File: config.mk
export PLATFORM = sky130hd
export DESIGN_NAME = ts_packet_sync
export DESIGN_NICKNAME = d
export VERILOG_FILES = /design/src/rtl/ts_packet_sync.sv
export SDC_FILE = /design/constraint.sdc
export NUM_CORES = 1
export LEC_CHECK = 0
export CAP_MARGIN = 20
export CORE_UTILIZATION = 52
export DETAILED_ROUTE_END_ITERATION = 8
export PLACE_DENSITY = 0.8
export SLEW_MARGIN = 20
export SYNTH_ARGS = -nofsm -noshare
export SYNTH_HDL_FRONTEND = slang
export SYNTH_SLANG_ARGS = --single-unit
File: constraint.sdc
create_clock -name clk -period 2.92 [get_ports clk]
set_clock_uncertainty 0.15 [all_clocks]
set_input_delay 0.292 -clock clk [delete_from_list [all_inputs] [get_ports clk]]
set_output_delay 0.292 -clock clk [all_outputs]
set_load 0.01 [all_outputs]
File: src/rtl/ts_packet_sync.sv
// MPEG-2 TS receive-side packet synchroniser: acquires 188-byte alignment from the
// sync byte, forwards aligned packets with sop/eop, extracts PID/TEI, keeps statistics.
module ts_packet_sync #(
    parameter int                    DATA_WIDTH   = 8,
    parameter int                    PKT_LEN      = 188,
    parameter logic [DATA_WIDTH-1:0] SYNC_BYTE    = 8'h47,
    parameter int                    LOCK_COUNT   = 3,
    parameter int                    UNLOCK_COUNT = 3,
    parameter int                    CNT_WIDTH    = 16
) (
    input  logic                  clk,
    input  logic                  rst,
    input  logic                  in_valid,
    input  logic [DATA_WIDTH-1:0] in_data,
    output logic                  out_valid,
    output logic [DATA_WIDTH-1:0] out_data,
    output logic                  out_sop,
    output logic                  out_eop,
    output logic                  locked,
    output logic [12:0]           pid,
    output logic                  tei,
    output logic                  pid_valid,
    output logic [CNT_WIDTH-1:0]  pkt_count,
    output logic [CNT_WIDTH-1:0]  sync_loss_count
);

    localparam int POS_W   = $clog2(PKT_LEN);
    localparam int MATCH_W = $clog2(LOCK_COUNT + 1);
    localparam int MISS_W  = $clog2(UNLOCK_COUNT + 1);

    localparam logic [1:0] ST_HUNT   = 2'd0;
    localparam logic [1:0] ST_VERIFY = 2'd1;
    localparam logic [1:0] ST_LOCKED = 2'd2;

    logic [1:0]         state, state_nxt;
    logic [POS_W-1:0]   pos, pos_nxt, pos_inc;
    logic [MATCH_W-1:0] match, match_nxt, match_inc;
    logic [MISS_W-1:0]  miss, miss_nxt, miss_inc;
    logic               is_sync;
    logic               fwd;
    logic               lost;
    logic               at_first, at_last;

    assign is_sync   = (in_data == SYNC_BYTE);
    assign at_first  = (pos == '0);
    assign at_last   = (pos == POS_W'(PKT_LEN - 1));
    assign pos_inc   = at_last ? '0 : pos + POS_W'(1);
    assign match_inc = match + MATCH_W'(1);
    assign miss_inc  = miss + MISS_W'(1);
    assign locked    = (state == ST_LOCKED);

    always_comb begin
        // NOTE: every combinational output gets a default first so no path infers a latch.
        state_nxt = state;
        pos_nxt   = pos;
        match_nxt = match;
        miss_nxt  = miss;
        fwd       = 1'b0;
        lost      = 1'b0;
        if (in_valid) begin
            case (state)
                ST_HUNT: begin
                    if (is_sync) begin
                        state_nxt = ST_VERIFY;
                        pos_nxt   = POS_W'(1);
                        match_nxt = MATCH_W'(1);
                    end
                end
                ST_VERIFY: begin
                    pos_nxt = pos_inc;
                    if (at_first) begin
                        if (is_sync) begin
                            match_nxt = match_inc;
                            if (match_inc == MATCH_W'(LOCK_COUNT)) begin
                                state_nxt = ST_LOCKED;
                                miss_nxt  = '0;
                                fwd       = 1'b1;
                            end
                        end else begin
                            // The failing byte is not a sync, so hunting resumes on the next byte.
                            state_nxt = ST_HUNT;
                            pos_nxt   = '0;
                            match_nxt = '0;
                        end
                    end
                end
                ST_LOCKED: begin
                    pos_nxt = pos_inc;
                    fwd     = 1'b1;
                    if (at_first) begin
                        if (is_sync) begin
                            miss_nxt = '0;
                        end else if (miss_inc == MISS_W'(UNLOCK_COUNT)) begin
                            // Drop lock on the missing sync itself so no orphan sop leaves the block.
                            state_nxt = ST_HUNT;
                            pos_nxt   = '0;
                            match_nxt = '0;
                            miss_nxt  = '0;
                            fwd       = 1'b0;
                            lost      = 1'b1;
                        end else begin
                            miss_nxt = miss_inc;
                        end
                    end
                end
                default: begin
                    state_nxt = ST_HUNT;
                    pos_nxt   = '0;
                    match_nxt = '0;
                    miss_nxt  = '0;
                end
            endcase
        end
    end

    always_ff @(posedge clk) begin
        if (rst) begin
            state           <= ST_HUNT;
            pos             <= '0;
            match           <= '0;
            miss            <= '0;
            out_valid       <= 1'b0;
            out_data        <= '0;
            out_sop         <= 1'b0;
            out_eop         <= 1'b0;
            pid             <= '0;
            tei             <= 1'b0;
            pid_valid       <= 1'b0;
            pkt_count       <= '0;
            sync_loss_count <= '0;
        end else begin
            // NOTE: non-blocking assignments keep every register update on the same edge.
            state     <= state_nxt;
            pos       <= pos_nxt;
            match     <= match_nxt;
            miss      <= miss_nxt;
            out_valid <= fwd;
            out_sop   <= fwd && at_first;
            out_eop   <= fwd && at_last;
            pid_valid <= fwd && (pos == POS_W'(2));
            if (fwd) begin
                out_data <= in_data;
            end
            if (fwd && pos == POS_W'(1)) begin
                tei       <= in_data[7];
                pid[12:8] <= in_data[4:0];
            end
            if (fwd && pos == POS_W'(2)) begin
                pid[7:0] <= in_data[7:0];
            end
            if (fwd && at_last && pkt_count != '1) begin
                pkt_count <= pkt_count + CNT_WIDTH'(1);
            end
            if (lost && sync_loss_count != '1) begin
                sync_loss_count <= sync_loss_count + CNT_WIDTH'(1);
            end
        end
    end

endmodule

==> impl_metrics.csv, run 1 <==
group,metric,value,unit
critical_path,crit_chain,"inv_1, ha_1, nor3b_1, nand2_1, o21ai_0, a21o_1, mux2i_1",
synthesis,yosys.area.top_type_share,0.3988,
critical_path,r2r_setup_slack,0.25,ns
cts,cts_setup_buffers,0,
die,dieArea,0.007289,mm2
cts,cts-resized-gates,0,
sta,period_minus_slack,2.670,ns
cts,cts.sinks,72,
worst_hold_path,hold_path_depth,2,
grt,grt_pass1_vias,3092,
critical_path,worstSetupPathType,"reg -> reg",
critical_path,max_stage_delay,0.73,ns
synthesis,synth_simple_gate_area_frac,0.2786,
grt,grt-ovfl-total,0,
synthesis,synth_warnings,0,
grt,grt_max_degree,55,
cts,cts_tree,"built",
sta,setup_viol,0,
power_and_ir_drop,ir_worst_vdd,0.2624,mV
die,fp-row-count,30,
synthesis,synth_edf_count,0,
synthesis,ys_top_cells_by_area,"dfxtp_1 (40%), mux2i_1 (5.0%), a21oi_1 (4.8%)",
final_layout,fin_util,0.6867,
drt,drt-wirelength-per-cell,14.98,um
outcome,status,"finished, final reports clean",
run,maxCapViolCount,0,
synthesis,ys_seq_area_frac,0.3988,
die,die_h,85.38,um
synthesis,synth_compound_area_frac,0.1585,
final_layout,nNetsFinal,504,
sta,hold_viol,0,
synthesis,syn_nets,428,
synthesis,synth_mux_area_frac,0.05607,
place,dpl.hpwl,6012,um
grt,grt_pass1_wl,14150,um
synthesis,synthDistinctLibCells,59,
die,io_pins,70,
worst_hold_path,holdPathEnd,"out_data[4]",
drt,vias_per_cell,5.859,
worst_hold_path,min_path_type,"reg -> reg",
cts,cts_root_buffer,"clkbuf_8",
critical_path,cp_slowest_cell,"o21ai_0",
synthesis,ys_ff_latch,72,
critical_path,critPathArrivalTime,2.79,ns
critical_path,r2r-start,"pos[0]",
critical_path,endpoint_kind,"flop",
drt,route.detailed.drc,0,
synthesis,syn_inst,406,
drt,dr.pass1.iters,5,
synthesis,synth_top_cell_by_area,"dfxtp_1",
final_layout,diodes,0,
cts,cts_buffers,9,
final_layout,drive_gt1_frac,0.1006,
drt,vias,3322,
sta,rsz0062_at_grt,"false",
final_layout,area_growth,28.35,%
critical_path,r2r_end,"pid[0]",
die,fp.coreArea,0.006756,mm2
critical_path,path_delay_family,"compound AO/OA/AOI/OAI gates",
sta,finalCritPeriodShare,0.9142,
drt,routed_wl,8491,um
synthesis,synth_common_cells,"dfxtp_1 (72), a21oi_1 (35), nor2_1 (34), nand2b_1 (25)",
sta,worst_slew_pin_slew,0.8553,ns
sta,fin_setup_tns,0,ns
final_layout,fillCellCount,531,
worst_hold_path,hold_start,"out_data[4]",
place,place.gp.congestion,0.8871,
synthesis,synth_xor_area_frac,0.03877,
cts,clock_path_buffers,2,
critical_path,critPathBufInv,1,
synthesis,ys.flop_type,"dfxtp_1",
cts,cts_htree_levels,3,
grt,grt_antenna_before_repair,0,
die,die_w,85.38,um
critical_path,crit_required,3.04,ns
synthesis,async_reset_ff_frac,0,
drt,drt-initial-drc-count,168,
power_and_ir_drop,leakage,1.538,nW
critical_path,reg2reg_depth,7,
sta,drv_slew,0,
power_and_ir_drop,p_per_area,411.5,mW/mm2
die,initial_core_util,0.5350,
critical_path,path_max_fanout,6,
sta,slew_headroom,0.4238,
cts,clk_latency,0.35,ns
cts,path_clk_slew,0.07,ns
grt,grt_use_total,0.2439,
place,io_buffers,69,
synthesis,avgSynthCellArea,8.903,um2
synthesis,synthAdderAreaFrac,0.03808,
cts,ctsHoldBuffers,0,
sta,fmax,0.3746,GHz
synthesis,yosysMostFrequentCell,"dfxtp_1",
critical_path,start_kind,"flop",
synthesis,synth_top_family_by_area,"simple AND/OR/NAND/NOR gates",
synthesis,synth_area,0.003615,mm2
drt,ant_nets,0,
[through the flow]
step	total power [mW]	instance area [um2]	worst slack (ns)	instances	hold slack (ns)
floorplan	1.036	3615	0.5542	406	0.2973
global placement	1.061	4419	0.2366	551	0.3089
detailed placement	1.062	4419	0.1707	551	0.3116
CTS	1.925	4639	0.2954	567	0.3218
global route	1.975	4639	0.1348	567	0.3523
finish	1.909	4639	0.2504	567	0.3187
[where the power goes]
group          internal [mW]  switching, mW  leakage [nW]
clock                  0.500          0.370         0.112
combinational         0.0249         0.0334         0.847
sequential             0.981       0.000273         0.580
total                   1.51          0.403          1.54
[area by class of cell]
class / count / area, um2 / share of cell area
inverters: 13 / 48.80 / 0.01052
clock buffers: 10 / 137.6 / 0.02967
flip-flops and latches: 72 / 1441 / 0.3107
well taps: 80 / 100.1 / 0.02157
repair buffers: 80 / 768.2 / 0.1656
clock inverters: 6 / 82.58 / 0.01780
multi-input cells: 306 / 2061 / 0.4442
[worst max path at each step]
stage          cells past startpoint       start  slack [ns]            end
2_1_floorplan                      7    state[0]        0.55  pkt_count[11]
3_3_place_gp                       6  in_data[4]        0.24        miss[1]
3_5_place_dp                       6  in_data[4]        0.17        miss[1]
4_1_cts                            7      pos[0]        0.30         pid[0]
5_1_grt                            7      pos[1]        0.13         pid[0]
6_report                           7      pos[0]        0.25         pid[0]
[sequential cells by signal (all words and copies together), names as in the netlist]
name,cells
miss,2
state,2
sync_loss_count,16
pos,8
out_data,8
pkt_count,16
out_valid,1
pid_valid,1
match,2
pid,13
tei,1
out_eop,1
out_sop,1
[tightest hold or removal path, cell delays in order (launching register included)]
cell     delay (ns)
dfxtp_1        0.31
nand3_1        0.06
a21oi_1        0.05
[layout by cell type, fill, tap and decap left out, drive strengths merged, types with 2 or more instances in the layout]
cell type / synthesis / final
dfxtp: 72 / 72
clkdlybuf4s50: 0 / 68
a21oi: 37 / 37
nor2: 34 / 34
nand2b: 25 / 25
o21ai: 23 / 23
nand3: 22 / 22
nand2: 19 / 19
mux2i: 18 / 18
inv: 13 / 13
xnor2: 12 / 12
buf: 3 / 12
or3: 12 / 12
ha: 11 / 11
nor3: 10 / 10
clkbuf: 12 / 10
nand4: 9 / 9
a211oi: 8 / 8
or4: 8 / 8
and4: 6 / 6
o31ai: 5 / 5
and3: 5 / 5
xor2: 4 / 4
nor4: 4 / 4
nor2b: 3 / 3
and2: 3 / 3
o211ai: 3 / 3
clkinv: 0 / 3
or4b: 3 / 3
nor3b: 2 / 2
nand4b: 2 / 2
mux2: 2 / 2
bufinv: 0 / 2
[layer usage]
| layer | vias up | GRT usage | wire length (um) |
|---|---|---|---|
| li1 | 1623 | - | - |
| met1 | 1583 | 0.3027 | 3695 |
| met2 | 103 | 0.4098 | 4204 |
| met3 | 13 | 0.07101 | 466 |
| met4 | 0 | 0.07576 | 124 |
| met5 | - | 0 | 0 |
[logic make-up after synthesis]
group	count (synthesis)
simple gates	171
compound gates	88
flops	72
buf+inv	28
mux	20
xor+xnor	16
fa+ha+maj	11
(Power assumes the default switching activity.)
==> run 2: changes to the inputs <==
--- a/config.mk
+++ b/config.mk
@@ -6,9 +6,11 @@
 export NUM_CORES = 1
 export LEC_CHECK = 0
 export CAP_MARGIN = 20
-export CORE_UTILIZATION = 52
+export CELL_PAD_IN_SITES_DETAIL_PLACEMENT = 1
+export CELL_PAD_IN_SITES_GLOBAL_PLACEMENT = 1
+export CORE_UTILIZATION = 39
 export DETAILED_ROUTE_END_ITERATION = 8
-export PLACE_DENSITY = 0.8
+export PLACE_DENSITY_LB_ADDON = 0.1
 export SLEW_MARGIN = 20
 export SYNTH_ARGS = -nofsm -noshare
 export SYNTH_HDL_FRONTEND = slang
==> run 2 against run 1 <==
Net effect:
- flip-flop and latch count unchanged
- register-to-register slack improved by 0.16 ns
- worst setup slack improved by 0.16 ns
- critical path depth unchanged
- design area increased by 0.70%
- final cell count increased by 5.6%
- wire length increased by 15%
- non-clock buffer count increased by 4
- combinational power increased by 5.3%
- core utilization decreased by 16 points
- clock power decreased by 10%
- highest routed layer unchanged
==> impl_metrics.csv, run 2 (synthesized netlist as in run 1, its figures left out) <==
group,metric,value,unit
drt,vias,3322,
cts,cts.sinks,72,
die,die_w,98.28,um
critical_path,r2r-start,"state[1]",
power_and_ir_drop,p_sw_frac,0.2332,
place,dpl_cell_area,0.004484,mm2
grt,grt-ovfl-total,0,
power_and_ir_drop,ir_worst_vdd,0.2392,mV
drt,route.detailed.drc,0,
cts,cts-resized-gates,0,
run,maxCapViolCount,0,
die,io_pins,70,
sta,fin_setup_tns,0,ns
critical_path,path_max_fanout,7,
cts,cts_setup_buffers,0,
critical_path,worstSetupPathType,"reg -> reg",
critical_path,r2r_end,"pkt_count[11]",
sta,setup_viol,0,
final_layout,diodes,0,
critical_path,endpoint_kind,"flop",
power_and_ir_drop,clockPowerShare,0.428,
die,fp-row-count,34,
final_layout,area_growth,29.25,%
sta,fmax,0.3990,GHz
sta,period_minus_slack,2.506,ns
final_layout,layout_common_cells,"dfxtp_1 (72), clkdlybuf4s50_1 (68), a21oi_1 (35), nor2_1 (34), nand2b_1 (25)",
grt,top_usage_layer,"met2",
power_and_ir_drop,p_int,1.397,mW
sta,worst_slew_pin_slew,0.6748,ns
sta,hold_viol,0,
critical_path,timing.critical_path.to,"pkt_count[11]",
cts,cts_htree_levels,3,
grt,grt_use_total,0.2167,
die,dieArea,0.009658,mm2
drt,routed_wl,9738,um
grt,grt_use_met1,0.2753,
critical_path,start_kind,"flop",
critical_path,cp-startpoint,"state[1]",
critical_path,reg2reg_depth,7,
place,io_buffers,69,
sta,slew_headroom,0.5454,
die,fp.coreArea,0.008848,mm2
place,place.gp.congestion,0.7651,
die,initial_core_util,0.4085,
final_layout,fin_area,0.004672,mm2
cts,cts_root_buffer,"clkbuf_8",
cts,ctsHoldBuffers,0,
sta,finalCritPeriodShare,0.8584,
worst_hold_path,min_path_type,"in -> reg",
grt,grt_antenna_before_repair,0,
sta,rsz0062_at_grt,"false",
cts,clk_latency,0.36,ns
power_and_ir_drop,switching_power,0.4247,mW
place,dpl.hpwl,7196,um
final_layout,top_regs,"pkt_count: 16 flops, sync_loss_count: 16 flops, pid: 13 flops",
die,die_h,98.28,um
cts,cts_tree,"built",
grt,use_met3,0.05870,
grt,grt_pass1_wl,16690,um
final_layout,nNetsFinal,508,
final_layout,drive_gt1_frac,0.1059,
drt,ant_nets,0,
power_and_ir_drop,p_seq_frac,0.539,
critical_path,critPathArrivalTime,2.65,ns
cts,path_clk_slew,0.07,ns
grt,grt_pass1_vias,3462,
critical_path,crit_required,3.06,ns
cts,cts_buffers,9,
grt,grt_max_degree,32,
power_and_ir_drop,combinationalPowerShare,0.034,
drt,drt-initial-drc-count,129,
cts,clock_path_buffers,2,
grt,met2_usage,0.3581,
outcome,status,"finished, final reports clean",
drt,vias_per_cell,5.546,
critical_path,r2r_setup_slack,0.41,ns
final_layout,final_common_cell,"dfxtp_1",
drt,dr.pass1.iters,6,
sta,drv_slew,0,
drt,drt-wirelength-per-cell,16.26,um
power_and_ir_drop,leakage,1.538,nW
power_and_ir_drop,p_per_area,389.9,mW/mm2
-- run 2: cell types whose count changed in the layout (fill, tap and decap cells not counted), sizes merged --
cell	before	now
clkinvlp	1	2
buf	12	16
bufinv	2	1
-- run 2: worst max-delay path: stages (launching register included) --
cell and delay (ns):
dfxtp_1 0.40, inv_1 0.08, ha_1 0.30, and3_1 0.27
nand4_4 0.17, a211o_2 0.37, or4_2 0.55, a21oi_1 0.15
-- run 2: cell type report --
type                       instances  area, um2
clock buffer                      10      127.6
tap                              108      135.1
multi-input combinational        306       2061
fill                            1056       4177
sequential                        72       1441
clock inverter                     6      60.06
timing repair buffer              84      798.3
inverter                          13      48.80
-- run 2: metal layers --
layer / wire length [um] / vias up
met3: 428 / 14
met2: 4669 / 68
met4: 139 / 0
met1: 4500 / 1613
li1: - / 1627
met5: 0 / -
-- run 2: stage by stage --
step	setup slack [ns]	utilization	hold WS, ns	total power [mW]	instances
after detailed placement	0.1605	0.5068	0.3071	1.067	583
after global routing	0.1884	0.5280	0.2820	1.896	599
after floorplan	0.5542	-	0.2973	1.036	406
final	0.4136	0.5280	0.2672	1.822	599
after global placement	0.2347	0.5068	0.3051	1.065	583
after CTS	0.4130	0.5280	0.2447	1.851	599
-- run 2: worst min-delay path by stage --
stage / start / to / depth (start not counted)
4_1_cts: rst / match[1] / 2
2_1_floorplan: in_data[5] / pid[5] / 2
3_5_place_dp: out_data[7] / out_data[7] / 2
6_report: rst / out_valid / 2
3_3_place_gp: out_data[7] / out_data[7] / 2
5_1_grt: rst / sync_loss_count[0] / 2
-- run 2: power groups by stage --
stage               Sequential, mW  Clock (mW)  Combinational [mW]
floorplan                     1.00           0              0.0319
global placement              1.00           0              0.0608
detailed placement            1.00           0              0.0621
CTS                          0.981       0.808              0.0623
global route                 0.981       0.848              0.0671
finish                       0.981       0.779              0.0614
==> run 3: changes to the inputs <==
--- a/config.mk
+++ b/config.mk
@@ -10,6 +10,7 @@
 export CELL_PAD_IN_SITES_GLOBAL_PLACEMENT = 1
 export CORE_UTILIZATION = 39
 export DETAILED_ROUTE_END_ITERATION = 8
+export GPL_TIMING_DRIVEN = 1
 export PLACE_DENSITY_LB_ADDON = 0.1
 export SLEW_MARGIN = 20
 export SYNTH_ARGS = -nofsm -noshare
==> results of run 3 <==
The final DEF is identical to that of run 2; final timing and power are the same.
